<file path="src/rtl/vend_fsm_param_if.sv">
// ============================================================================
// Module   : vend_fsm_param_if
// Brief    : Coin/cancel/acknowledge inputs and vend/change/credit outputs
//            of the vending controller, bundled with master/slave views.
// Revision : 1.0
// ============================================================================
`default_nettype none

interface vend_fsm_param_if #(
    parameter int CREDIT_W = 5
);
    logic [2:0]          coin;
    logic                cancel;
    logic                vend_ack;
    logic                change_ack;
    logic                vend;
    logic [2:0]          change;
    logic                coin_reject;
    logic [CREDIT_W-1:0] credit;
    logic [2:0]          state;

    modport master (
        output coin, cancel, vend_ack, change_ack,
        input  vend, change, coin_reject, credit, state
    );

    modport slave (
        input  coin, cancel, vend_ack, change_ack,
        output vend, change, coin_reject, credit, state
    );
endinterface

`default_nettype wire

</file>
<file path="src/rtl/vend_fsm_param.sv">
// ============================================================================
// Module   : vend_fsm_param
// Brief    : Parameterised vending controller: coin collection, vend
//            handshake and greedy coin-by-coin change / refund.
// Revision : 1.0
// ============================================================================
`default_nettype none

module vend_fsm_param #(
    parameter int PRICE      = 5,
    parameter int MAX_CREDIT = 15,
    parameter int CREDIT_W   = 5
) (
    input  wire logic         clk,
    input  wire logic         rst_n,
    vend_fsm_param_if.slave   bus
);
    typedef enum logic [2:0] {
        S_IDLE    = 3'b000,
        S_COLLECT = 3'b001,
        S_VEND    = 3'b010,
        S_CHANGE  = 3'b011,
        S_REFUND  = 3'b100
    } state_t;

    localparam logic [CREDIT_W-1:0] c_PRICE   = CREDIT_W'(PRICE);
    localparam logic [CREDIT_W:0]   c_MAX_SUM = (CREDIT_W+1)'(MAX_CREDIT);
    localparam logic [CREDIT_W-1:0] c_ZERO    = '0;

    state_t              r_state;
    state_t              w_state_nxt;
    logic [CREDIT_W-1:0] r_credit;
    logic [CREDIT_W-1:0] w_credit_nxt;
    logic                r_reject;
    logic                w_reject_nxt;

    logic [CREDIT_W-1:0] w_coin_val;
    logic [CREDIT_W:0]   w_sum;
    logic                w_coin_ok;
    logic                w_coin_any;
    logic                w_paying;
    logic [2:0]          w_chg_code;
    logic [CREDIT_W-1:0] w_chg_val;

    always_comb begin
        w_coin_val = c_ZERO;
        case (bus.coin)
            3'b001:  w_coin_val = CREDIT_W'(1);
            3'b010:  w_coin_val = CREDIT_W'(2);
            3'b101:  w_coin_val = CREDIT_W'(5);
            default: w_coin_val = c_ZERO;
        endcase
    end

    assign w_coin_any = (bus.coin != 3'b000);
    assign w_sum      = {1'b0, r_credit} + {1'b0, w_coin_val};
    assign w_coin_ok  = (w_coin_val != c_ZERO) && (w_sum <= c_MAX_SUM);
    assign w_paying   = (r_state == S_CHANGE) || (r_state == S_REFUND);

    // Greedy change coin, decoded purely from registered state and credit
    always_comb begin
        w_chg_code = 3'b000;
        w_chg_val  = c_ZERO;
        if (w_paying) begin
            if (r_credit >= CREDIT_W'(5)) begin
                w_chg_code = 3'b101;
                w_chg_val  = CREDIT_W'(5);
            end else if (r_credit >= CREDIT_W'(2)) begin
                w_chg_code = 3'b010;
                w_chg_val  = CREDIT_W'(2);
            end else begin
                w_chg_code = 3'b001;
                w_chg_val  = CREDIT_W'(1);
            end
        end
    end

    always_comb begin
        w_state_nxt  = r_state;
        w_credit_nxt = r_credit;
        w_reject_nxt = 1'b0;
        case (r_state)
            S_IDLE, S_COLLECT: begin
                if ((r_state == S_COLLECT) && bus.cancel) begin
                    w_state_nxt  = S_REFUND;
                    w_reject_nxt = w_coin_any;
                end else if (w_coin_any) begin
                    if (w_coin_ok) begin
                        w_credit_nxt = w_sum[CREDIT_W-1:0];
                        w_state_nxt  = (w_sum[CREDIT_W-1:0] >= c_PRICE) ? S_VEND : S_COLLECT;
                    end else begin
                        w_reject_nxt = 1'b1;
                    end
                end
            end
            S_VEND: begin
                w_reject_nxt = w_coin_any;
                if (bus.vend_ack) begin
                    if (r_credit > c_PRICE) begin
                        w_credit_nxt = r_credit - c_PRICE;
                        w_state_nxt  = S_CHANGE;
                    end else begin
                        w_credit_nxt = c_ZERO;
                        w_state_nxt  = S_IDLE;
                    end
                end
            end
            S_CHANGE, S_REFUND: begin
                w_reject_nxt = w_coin_any;
                if (bus.change_ack) begin
                    if (r_credit > w_chg_val) begin
                        w_credit_nxt = r_credit - w_chg_val;
                    end else begin
                        w_credit_nxt = c_ZERO;
                        w_state_nxt  = S_IDLE;
                    end
                end
            end
            default: begin
                w_state_nxt  = S_IDLE;
                w_credit_nxt = c_ZERO;
            end
        endcase
    end

    always_ff @(posedge clk or negedge rst_n) begin
        if (!rst_n) begin
            r_state  <= S_IDLE;
            r_credit <= c_ZERO;
            r_reject <= 1'b0;
        end else begin
            r_state  <= w_state_nxt;
            r_credit <= w_credit_nxt;
            r_reject <= w_reject_nxt;
        end
    end

    assign bus.vend        = (r_state == S_VEND);
    assign bus.change      = w_chg_code;
    assign bus.coin_reject = r_reject;
    assign bus.credit      = r_credit;
    assign bus.state       = r_state;

endmodule

`default_nettype wire

</file>
<file path="src/flat_wrapper.sv">
// flat-port wrapper written by rule: the top's interface ports become plain ports
module vend_fsm_param_flat 
#(
    parameter int PRICE      = 5,
    parameter int MAX_CREDIT = 15,
    parameter int CREDIT_W   = 5
)
  (clk, rst_n, bus_coin, bus_cancel, bus_vend_ack, bus_change_ack, bus_vend, bus_change, bus_coin_reject, bus_credit, bus_state);
  vend_fsm_param_if #(.CREDIT_W(CREDIT_W)) bus_i ();
  input  wire logic clk;
  input  wire logic rst_n;
  input wire logic [$bits(bus_i.coin)-1:0] bus_coin;
  input wire logic [$bits(bus_i.cancel)-1:0] bus_cancel;
  input wire logic [$bits(bus_i.vend_ack)-1:0] bus_vend_ack;
  input wire logic [$bits(bus_i.change_ack)-1:0] bus_change_ack;
  output wire logic [$bits(bus_i.vend)-1:0] bus_vend;
  output wire logic [$bits(bus_i.change)-1:0] bus_change;
  output wire logic [$bits(bus_i.coin_reject)-1:0] bus_coin_reject;
  output wire logic [$bits(bus_i.credit)-1:0] bus_credit;
  output wire logic [$bits(bus_i.state)-1:0] bus_state;
  assign bus_i.coin = bus_coin;
  assign bus_i.cancel = bus_cancel;
  assign bus_i.vend_ack = bus_vend_ack;
  assign bus_i.change_ack = bus_change_ack;
  assign bus_vend = bus_i.vend;
  assign bus_change = bus_i.change;
  assign bus_coin_reject = bus_i.coin_reject;
  assign bus_credit = bus_i.credit;
  assign bus_state = bus_i.state;
  vend_fsm_param #(.PRICE(PRICE), .MAX_CREDIT(MAX_CREDIT), .CREDIT_W(CREDIT_W)) u_core (.clk(clk), .rst_n(rst_n), .bus(bus_i));
endmodule
</file>
<file path="config.mk">
export PLATFORM = sky130hd
export DESIGN_NAME = vend_fsm_param_flat
export DESIGN_NICKNAME = d
export VERILOG_FILES = /design/src/rtl/vend_fsm_param_if.sv /design/src/rtl/vend_fsm_param.sv /design/src/flat_wrapper.sv
export SDC_FILE = /design/constraint.sdc
export NUM_CORES = 1
export LEC_CHECK = 0
export ABC_CLOCK_PERIOD_IN_PS = 3950
export CORE_ASPECT_RATIO = 1.2
export CORE_MARGIN = 10
export CORE_UTILIZATION = 50
export DETAILED_ROUTE_END_ITERATION = 10
export PLACE_DENSITY = 0.77
export SETUP_SLACK_MARGIN = 0.05
export SYNTH_ARGS = -nofsm -noshare
export SYNTH_HDL_FRONTEND = slang
export SYNTH_SLANG_ARGS = --single-unit
</file>
<file path="constraint.sdc">
create_clock -name clk -period 3.95 [get_ports clk]
set_clock_uncertainty 0.1 [all_clocks]
set_input_delay 0.79 -clock clk [delete_from_list [all_inputs] [get_ports clk]]
set_output_delay 0.79 -clock clk [all_outputs]
set_load 0.03 [all_outputs]
</file>
* After elaboration in Yosys (flattened, before gate mapping)
Cells that the tools add are included.
** Storage, ports and cells
- Register bits :: 9
- Input port bits :: 8
- Word-level logic and storage cells :: 66
** Operators by class
- $add $sub $neg :: 3
- Order comparisons :: 6
- Equal/unequal tests :: 15
- Multiplexer cells :: 28
- Reduce and logical (&&, ||, !) cells :: 11
** Operators by type and width (number)
- $mux 5 :: 9
- $mux 3 :: 8
- $pmux 3 s3 :: 2
- $pmux 5 s3 :: 1
- $ge 5x3->1 const B :: 2
- $reduce_and 5->1 :: 2
- $eq 3x2->1 const B :: 3
- $mux 2 :: 4
- $ne 2x2->1 const B :: 4
- $add 5x3->6 :: 1
- $eq 3x1->1 const B :: 2
- $eq 3x3->1 const B :: 2
- $le 6x4->1 const B :: 1
- $ne 3x1->1 const B :: 2
- $ge 5x2->1 const B :: 1
- $gt 5x3->1 const B :: 1
- $gt 5x5->1 :: 1
- $reduce_bool 5->1 :: 1
- $sub 5x3->5 const B :: 1
- $sub 5x5->5 :: 1
- $ne 2x1->1 const B :: 2
- $reduce_or 2->1 :: 2
- $logic_not 3->1 :: 1
- $mux 1 :: 3
- 5 further kinds :: 6

* Longest topological paths before layout
Gate-level depths: netlist of run 1.
- Depth after elaboration :: 9
- Depth in mapped cells :: 13
- Gate-level depth less buffers :: 13

* Least setup slack after synthesis of run 1
No wires, ideal clock.
- Path type :: register to register
- From :: register u_core.r_credit[0], in the netlist u_core.bus.credit[0]
- To :: register u_core.r_credit[4], in the netlist u_core.bus.credit[4]
- Arrival :: 3074 ps
- Required time :: 3772 ps
- Path slack :: 698 ps
- Stages on the path, launching flop included :: 13
- Path buffers :: 0
- Clock period less this slack :: 3252 ps
- Cells stage by stage :: dfrtp_1 -> inv_1 -> ha_1 -> o311a_1 -> nor2_1 -> ha_1 -> inv_1 -> fa_1 -> a21oi_1 -> o21ai_0 -> or3_1 -> o221a_2 -> o2bb2ai_1
** Between the ends
- Cells in the longest elaborated chain, start to end :: 8
** RTL lines
- start: declaration :: line vend_fsm_param.sv:32 : logic [CREDIT_W-1:0] r_credit;
- start signal: assignment :: line vend_fsm_param.sv:129 : r_credit <= c_ZERO;
- start signal: assignment :: line vend_fsm_param.sv:133 : r_credit <= w_credit_nxt;
- $ge 5x2->1 :: line vend_fsm_param.sv:68 : end else if (r_credit >= CREDIT_W'(2)) begin
- $mux 2 :: line vend_fsm_param.sv:68
- $mux 5 :: line vend_fsm_param.sv:65 : if (r_credit >= CREDIT_W'(5)) begin
- $mux 5 :: line vend_fsm_param.sv:64 : if (w_paying) begin
- $sub 5x5->5 or $gt 5x5->1 (tied branches) :: line vend_fsm_param.sv:112, vend_fsm_param.sv:111
- $mux 5 :: line vend_fsm_param.sv:111 : if (r_credit > w_chg_val) begin
- $mux 5 :: line vend_fsm_param.sv:110 : if (bus.change_ack) begin
- $pmux 5 s3 :: line vend_fsm_param.sv:82 : case (r_state)
Parallel ways exist; a longest one is shown, timed or not. The select of a mux whose other input is x is not followed.
A chain may end at the register's enable or synchronous reset.

* Worst setup path after layout of run 1
- From :: register u_core.r_credit[1], in the netlist u_core.bus.credit[1]
- To :: output bus_change[1]
** Between the ends
- Cells in the longest elaborated chain, start to end :: 4
** RTL lines
- $ge 5x2->1 :: line vend_fsm_param.sv:68
- $mux 2 :: line vend_fsm_param.sv:68
- $mux 3 (*) :: line vend_fsm_param.sv:65
- $mux 3 (*) :: line vend_fsm_param.sv:64
- end: declaration :: line flat_wrapper.sv:17 : output wire logic [$bits(bus_i.change)-1:0] bus_change;
Every way passes the cells marked *; elsewhere a longest branch is shown, timed or not.

==> results of run 1 <==
==> final timing paths <==
check                                     startpoint              endpoint  slack [ns]  cells after the start
min in group asynchronous                      rst_n   u_core.bus.state[2]        0.72                      1
max in group asynchronous                      rst_n  u_core.bus.credit[3]        2.72                      1
worst min-delay path             u_core.bus.state[2]   u_core.bus.state[2]        0.56                      1
worst max register to register  u_core.bus.credit[1]   u_core.bus.state[0]        0.58                     11
worst max-delay path            u_core.bus.credit[1]         bus_change[1]        0.47                      7
worst min register to register   u_core.bus.state[2]   u_core.bus.state[2]        0.56                      1
==> per-stage QoR <==
stage	instance area (µm²)	total power, mW	util [%]
floorplan	1150	0.972	-
global placement	1380	1.23	61.5
detailed placement	1380	1.25	61.5
CTS	1400	1.33	62.7
global route	1400	1.45	62.7
finish	1400	1.34	62.7
==> layer usage <==
layer	wire, µm	GRT usage, %	vias to the layer above
li1	-	-	549
met1	1330	16.1	516
met2	1480	21.9	46
met3	164	2.77	6
met4	33	3.89	0
met5	0	0	-
==> logic make-up after synthesis <==
family,share of synthesized area (%)
compound gates,31.2
flops,19.6
buf+inv,5.54
simple gates,23.8
fa+ha+maj,13.3
xor+xnor,3.04
mux,3.59
==> power by group <==
part           total, mW  internal (mW)  leakage (nW)  switching [mW]
Combinational       1.03          0.457         0.462           0.577
Sequential         0.229          0.134         0.113          0.0951
Clock             0.0755         0.0390        0.0150          0.0365
==> final cells by class <==
| cell class | instances | area [µm²] |
|---|---|---|
| multi-input combinational | 111 | 862 |
| fill | 207 | 833 |
| sequential | 9 | 225 |
| timing repair buffer | 20 | 200 |
| inverter | 13 | 48.8 |
| tap | 31 | 38.8 |
| clock buffer | 4 | 26.3 |
==> layout by cell type (no fill, tap or decap), types with 2 or more instances in the layout <==
master and instances:
fa_1 2, mux2_4 2, o32ai_1 2, a21oi_1 6, nor2_1 11, a31oi_1 3
o221ai_1 2, o21ai_0 7, or4_1 2, or2_1 2, o32a_1 3, dfrtp_1 9
nor3_1 2, nand2_1 14, a311oi_1 2, inv_1 12, o2bb2ai_1 2, o211ai_1 2
o22ai_1 2, clkdlybuf4s50_1 20, nand2b_1 2, clkbuf_4 3, nor2b_1 4, xnor2_1 4
ha_1 9
==> flip-flops by register name, summed over array words and instances, names as in the netlist <==
| signal | cells |
|---|---|
| u_core.bus.coin_reject | 1 |
| u_core.bus.credit | 5 |
| u_core.bus.state | 3 |
==> key figures, run 1 <==
Status
  • Outcome: finished clean

Die
  • Initial Utilization: 51.5%
  • Chip Width: 63.8 µm
  • Die Span Y: about 73 µm
  • # IOs: 21
  • Core area: 2230 µm²
  • Full die area: 4630 µm²
  • Site Rows: 19

Setup path
  • CP max FO: 10
  • WS Path Type: register to output port
  • Worst path bufs/invs: 3
  • Setup crit end kind: output port
  • CP required: 3.06 ns
  • Worst path slowest cell: clkdlybuf4s50_1
  • Max incr delay on CP: 0.66 ns
  • CP delay by family, top: buffers and inverters
  • Ordered list of cells on the worst path: inv_1 > ha_1 > o31ai_1 > o311a_1 > nand2_1 > inv_1 > clkdlybuf4s50_1
  • CP Data Arrival Time: 2.59 ns
  • Crit start category: register
  • Top cell by count, worst path: inv_1

STA
  • Hold WS: 0.564 ns
  • Max Slew Vio Count: 0
  • Slew @ Worst Pin: 0.453 ns
  • Final hold violation count: 0
  • Tmin final: 3.48 ns
  • Final Cycle Share: 88.1%
  • Slew HR: 69.7%
  • Number of setup violations in the final report: 0
  • Setup ws final: 0.472 ns
  • Fmax: between 200 and 300 MHz
  • RSZ-0062 raised after global routing: false
  • Final setup TNS: 0 ns

Place
  • Gpl congestion: approximately 0.84
  • Placed Cells: around 180
  • Port Buffers: 20
  • Final HPWL DP: ~2400 µm
  • Setup Slack @ Placement: about 0.32 ns

GRT
  • Total Routing Usage GR: 13.0%
  • Vias in the first global route: ~1,100
  • Initial antenna violation count: 0
  • First-pass GRT wire length: 5040 µm
  • Largest net degree at the start of global routing: 14
  • GR Overflow Total: 0

Clocking
  • Clock sink count: 9
  • Clock root buffer: clkbuf_4
  • Hold_buf cts: 0
  • Setup bufs post-CTS: 0
  • TritonCTS clock tree: built
  • Worst-path clk slew: 0.07 ns
  • Clock buffer count from CTS: 3
  • Worst-Skew Late Latency: around 0.27 ns
  • Number of H-tree levels: 1
  • Clock Path Buffers: 2
  • Cts repair resizes: 0

Synth
  • Asr flop ratio synth: 100%
  • Seq cells post-synth: 9
  • Post-Synthesis Cells: ~140
  • Yosys cell types: 51
  • Net count after synthesis: between 150 and 200
  • Cell Area, Synth: around 1200 µm²
  • Synth top cells by count: nand2_1, inv_1, nor2_1
  • Sequential area share after synthesis: 19.6%
  • Largest area contributor in the netlist: dfrtp_1
  • Main area contributors after synthesis: dfrtp_1, ha_1, nand2_1
  • Count leader, synth: nand2_1
  • Top-area cell type share of the netlist area: 19.6%
  • Synth Flop Type: dfrtp_1
  • Yosys Warn Count: 0
  • Mapped Avg Cell Area: 8.46 µm²
  • Post-synth EDFFs: 0

Drt
  • Pre-antenna DRT Iters: 4
  • DR DRC count: 0
  • DR vias: approximately 1,100
  • Post-route ant nets: 0
  • Avg Vias per Cell: 5.94
  • WL final: approximately 3000 µm
  • DR WL/cell: 16.0 µm
  • Starting DRC count in detailed routing: 73

Final layout
  • Fin cells: approximately 190
  • Nets@finish: around 180
  • Antenna cell count: 0
  • Area Overhead vs Synth: 21.7%
  • Share of cells above drive strength 1: 11.5%

Worst hold path
  • Worst Hold Class: register to register

Job
  • Max Cap Viol: 0

Pwr
  • Peak VDD IR: 0.537 mV
  • Leakage power: 0.590 nW
  • Pwr per Cell Area: 955 nW/µm²
(Power assumes the default switching activity.)
==> run 2, diff against run 1 <==
- MAX_ROUTING_LAYER: not set -> met4
==> key figures, run 2 (synthesized netlist as in run 1, its figures left out) <==
Status
  • Outcome: finished clean (unchanged)

Drt
  • Avg Vias per Cell: 5.95 (was 5.94)
  • DR vias: 1,118 (was 1,117)
  • WL final: 2980 µm (was 3000 µm)
  • Starting DRC count in detailed routing: 48 (was 73)
  • Pre-antenna DRT Iters: 4 (unchanged)
  • Post-route ant nets: 0 (unchanged)
  • DR WL/cell: 15.8 µm (was 16.0 µm)
  • DR DRC count: 0 (unchanged)

Clocking
  • Clock sink count: 9 (unchanged)
  • Worst-Skew Late Latency: 0.27 ns (about the same)
  • TritonCTS clock tree: built (unchanged)
  • Cts repair resizes: 0 (unchanged)
  • Number of H-tree levels: 1 (unchanged)
  • Clock Path Buffers: 2 (unchanged)
  • Clock root buffer: clkbuf_4 (unchanged)
  • Setup bufs post-CTS: 0 (unchanged)
  • Hold_buf cts: 0 (unchanged)
  • Clock buffer count from CTS: 3 (unchanged)
  • Worst-path clk slew: 0.07 ns (about the same)

STA
  • RSZ-0062 raised after global routing: false (unchanged)
  • Final setup TNS: 0 ns (unchanged)
  • Number of setup violations in the final report: 0 (unchanged)
  • Fmax: 287 MHz (was 288 MHz)
  • Slew @ Worst Pin: 0.453 ns (about the same)
  • Final Cycle Share: 88.1% (about the same)
  • Tmin final: 3.48 ns (about the same)
  • Max Slew Vio Count: 0 (unchanged)
  • Final hold violation count: 0 (unchanged)
  • Setup ws final: 0.471 ns (was 0.472 ns)
  • Slew HR: 69.7% (about the same)
  • Hold WS: 0.563 ns (was 0.564 ns)

Setup path
  • Setup crit end kind: output port (unchanged)
  • Reg2reg path depth: 11 (unchanged)
  • CP max FO: 10 (unchanged)
  • RR Endpoint: u_core.bus.state[0] (unchanged)
  • Crit start category: register (unchanged)
  • R2R Setup Slk: 0.58 ns (about the same)
  • WS Path Type: register to output port (unchanged)
  • CP Data Arrival Time: 2.59 ns (about the same)
  • Reg2Reg Launch Point: u_core.bus.credit[1] (unchanged)
  • Crit path launch: u_core.bus.credit[1] (unchanged)
  • CP required: 3.06 ns (about the same)

Die
  • Initial Utilization: 51.5% (unchanged)
  • # IOs: 21 (unchanged)
  • Full die area: 4630 µm² (unchanged)
  • Core area: 2230 µm² (unchanged)
  • Die Span Y: 72.6 µm (unchanged)
  • Site Rows: 19 (unchanged)
  • Chip Width: 63.8 µm (unchanged)

Pwr
  • Power Total: 1.34 mW (about the same)
  • Leakage power: 0.590 nW (unchanged)
  • Peak VDD IR: 0.537 mV (about the same)
  • Pwr per Cell Area: 954 nW/µm² (was 955 nW/µm²)

Final layout
  • Most frequent cells in the layout: clkdlybuf4s50_1, nand2_1, inv_1 (unchanged)
  • Share of cells above drive strength 1: 11.5% (unchanged)
  • Final Util: 62.7% (unchanged)
  • Antenna cell count: 0 (unchanged)
  • Area Overhead vs Synth: 21.7% (unchanged)
  • Commonest non-fill, non-tap cell in the layout: clkdlybuf4s50_1 (unchanged)
  • Largest register FFs: 5 (unchanged)
  • Nets@finish: 177 (unchanged)
  • Fillers: 207 (unchanged)

Place
  • Port Buffers: 20 (unchanged)
  • Setup Slack @ Placement: 0.323 ns (unchanged)
  • Gpl congestion: 0.856 (was 0.843)
  • Final HPWL DP: 2440 µm (unchanged)

Worst hold path
  • Worst hold path startpoint: u_core.bus.state[2] (unchanged)
  • Hold depth: 1 (unchanged)
  • WHS Endpoint: u_core.bus.state[2] (unchanged)
  • Worst Hold Class: register to register (unchanged)

GRT
  • First-pass GRT wire length: 5040 µm (about the same)
  • Vias in the first global route: 1,103 (was 1,102)
  • GR Overflow Total: 0 (unchanged)
  • Total Routing Usage GR: 13.4% (was 13.0%)
  • Largest net degree at the start of global routing: 14 (unchanged)
  • Initial antenna violation count: 0 (unchanged)

Job
  • Max Cap Viol: 0 (unchanged)
==> run 2: cell counts in the layout (fill, tap and decap cells not counted) <==
Identical to the previous run, type by type.
==> run 2: worst max-delay path by stage <==
stage | endpoint | depth (start not counted)
after global placement | u_core.bus.credit[0] | 10
after detailed placement | u_core.bus.credit[1] | 10
after CTS | bus_change[1] | 7
after floorplan | u_core.bus.credit[4] | 12
final | bus_change[1] | 7
after global routing | u_core.bus.state[1] | 11
==> run 2: area by class of cell <==
cell class | count | area, µm² | area share (%)
Clock buffer | 4 | 26.3 | 1.88
Inverter | 13 | 48.8 | 3.48
Multi-Input combinational cell | 111 | 862 | 61.5
Sequential cell | 9 | 225 | 16.1
Tap cell | 31 | 38.8 | 2.77
Timing Repair Buffer | 20 | 200 | 14.3
==> run 2: per-stage QoR <==
| stage | instances | area, µm² |
|---|---|---|
| after floorplan | 136 | 1150 |
| after global placement | 184 | 1380 |
| after detailed placement | 184 | 1380 |
| after CTS | 188 | 1400 |
| after global routing | 188 | 1400 |
| final | 188 | 1400 |
==> run 2: power breakdown <==
group          switching [mW]  internal [mW]
clock network          0.0367         0.0390
registers              0.0945          0.134
logic                   0.576          0.457
==> run 2: critical path, stage by stage, from the launching register on <==
cell             delay, ns
dfrtp_1               0.58
inv_1                 0.16
ha_1                  0.23
o31ai_1               0.26
o311a_1               0.25
nand2_1               0.11
inv_1                 0.07
clkdlybuf4s50_1       0.66
==> run 2: metal layers <==
layer	part of all wire, %	global-route usage [%]
met5	0	-
met2	49	21.9
met4	1.5	3.89
met3	4.6	2.62
met1	45	16.1
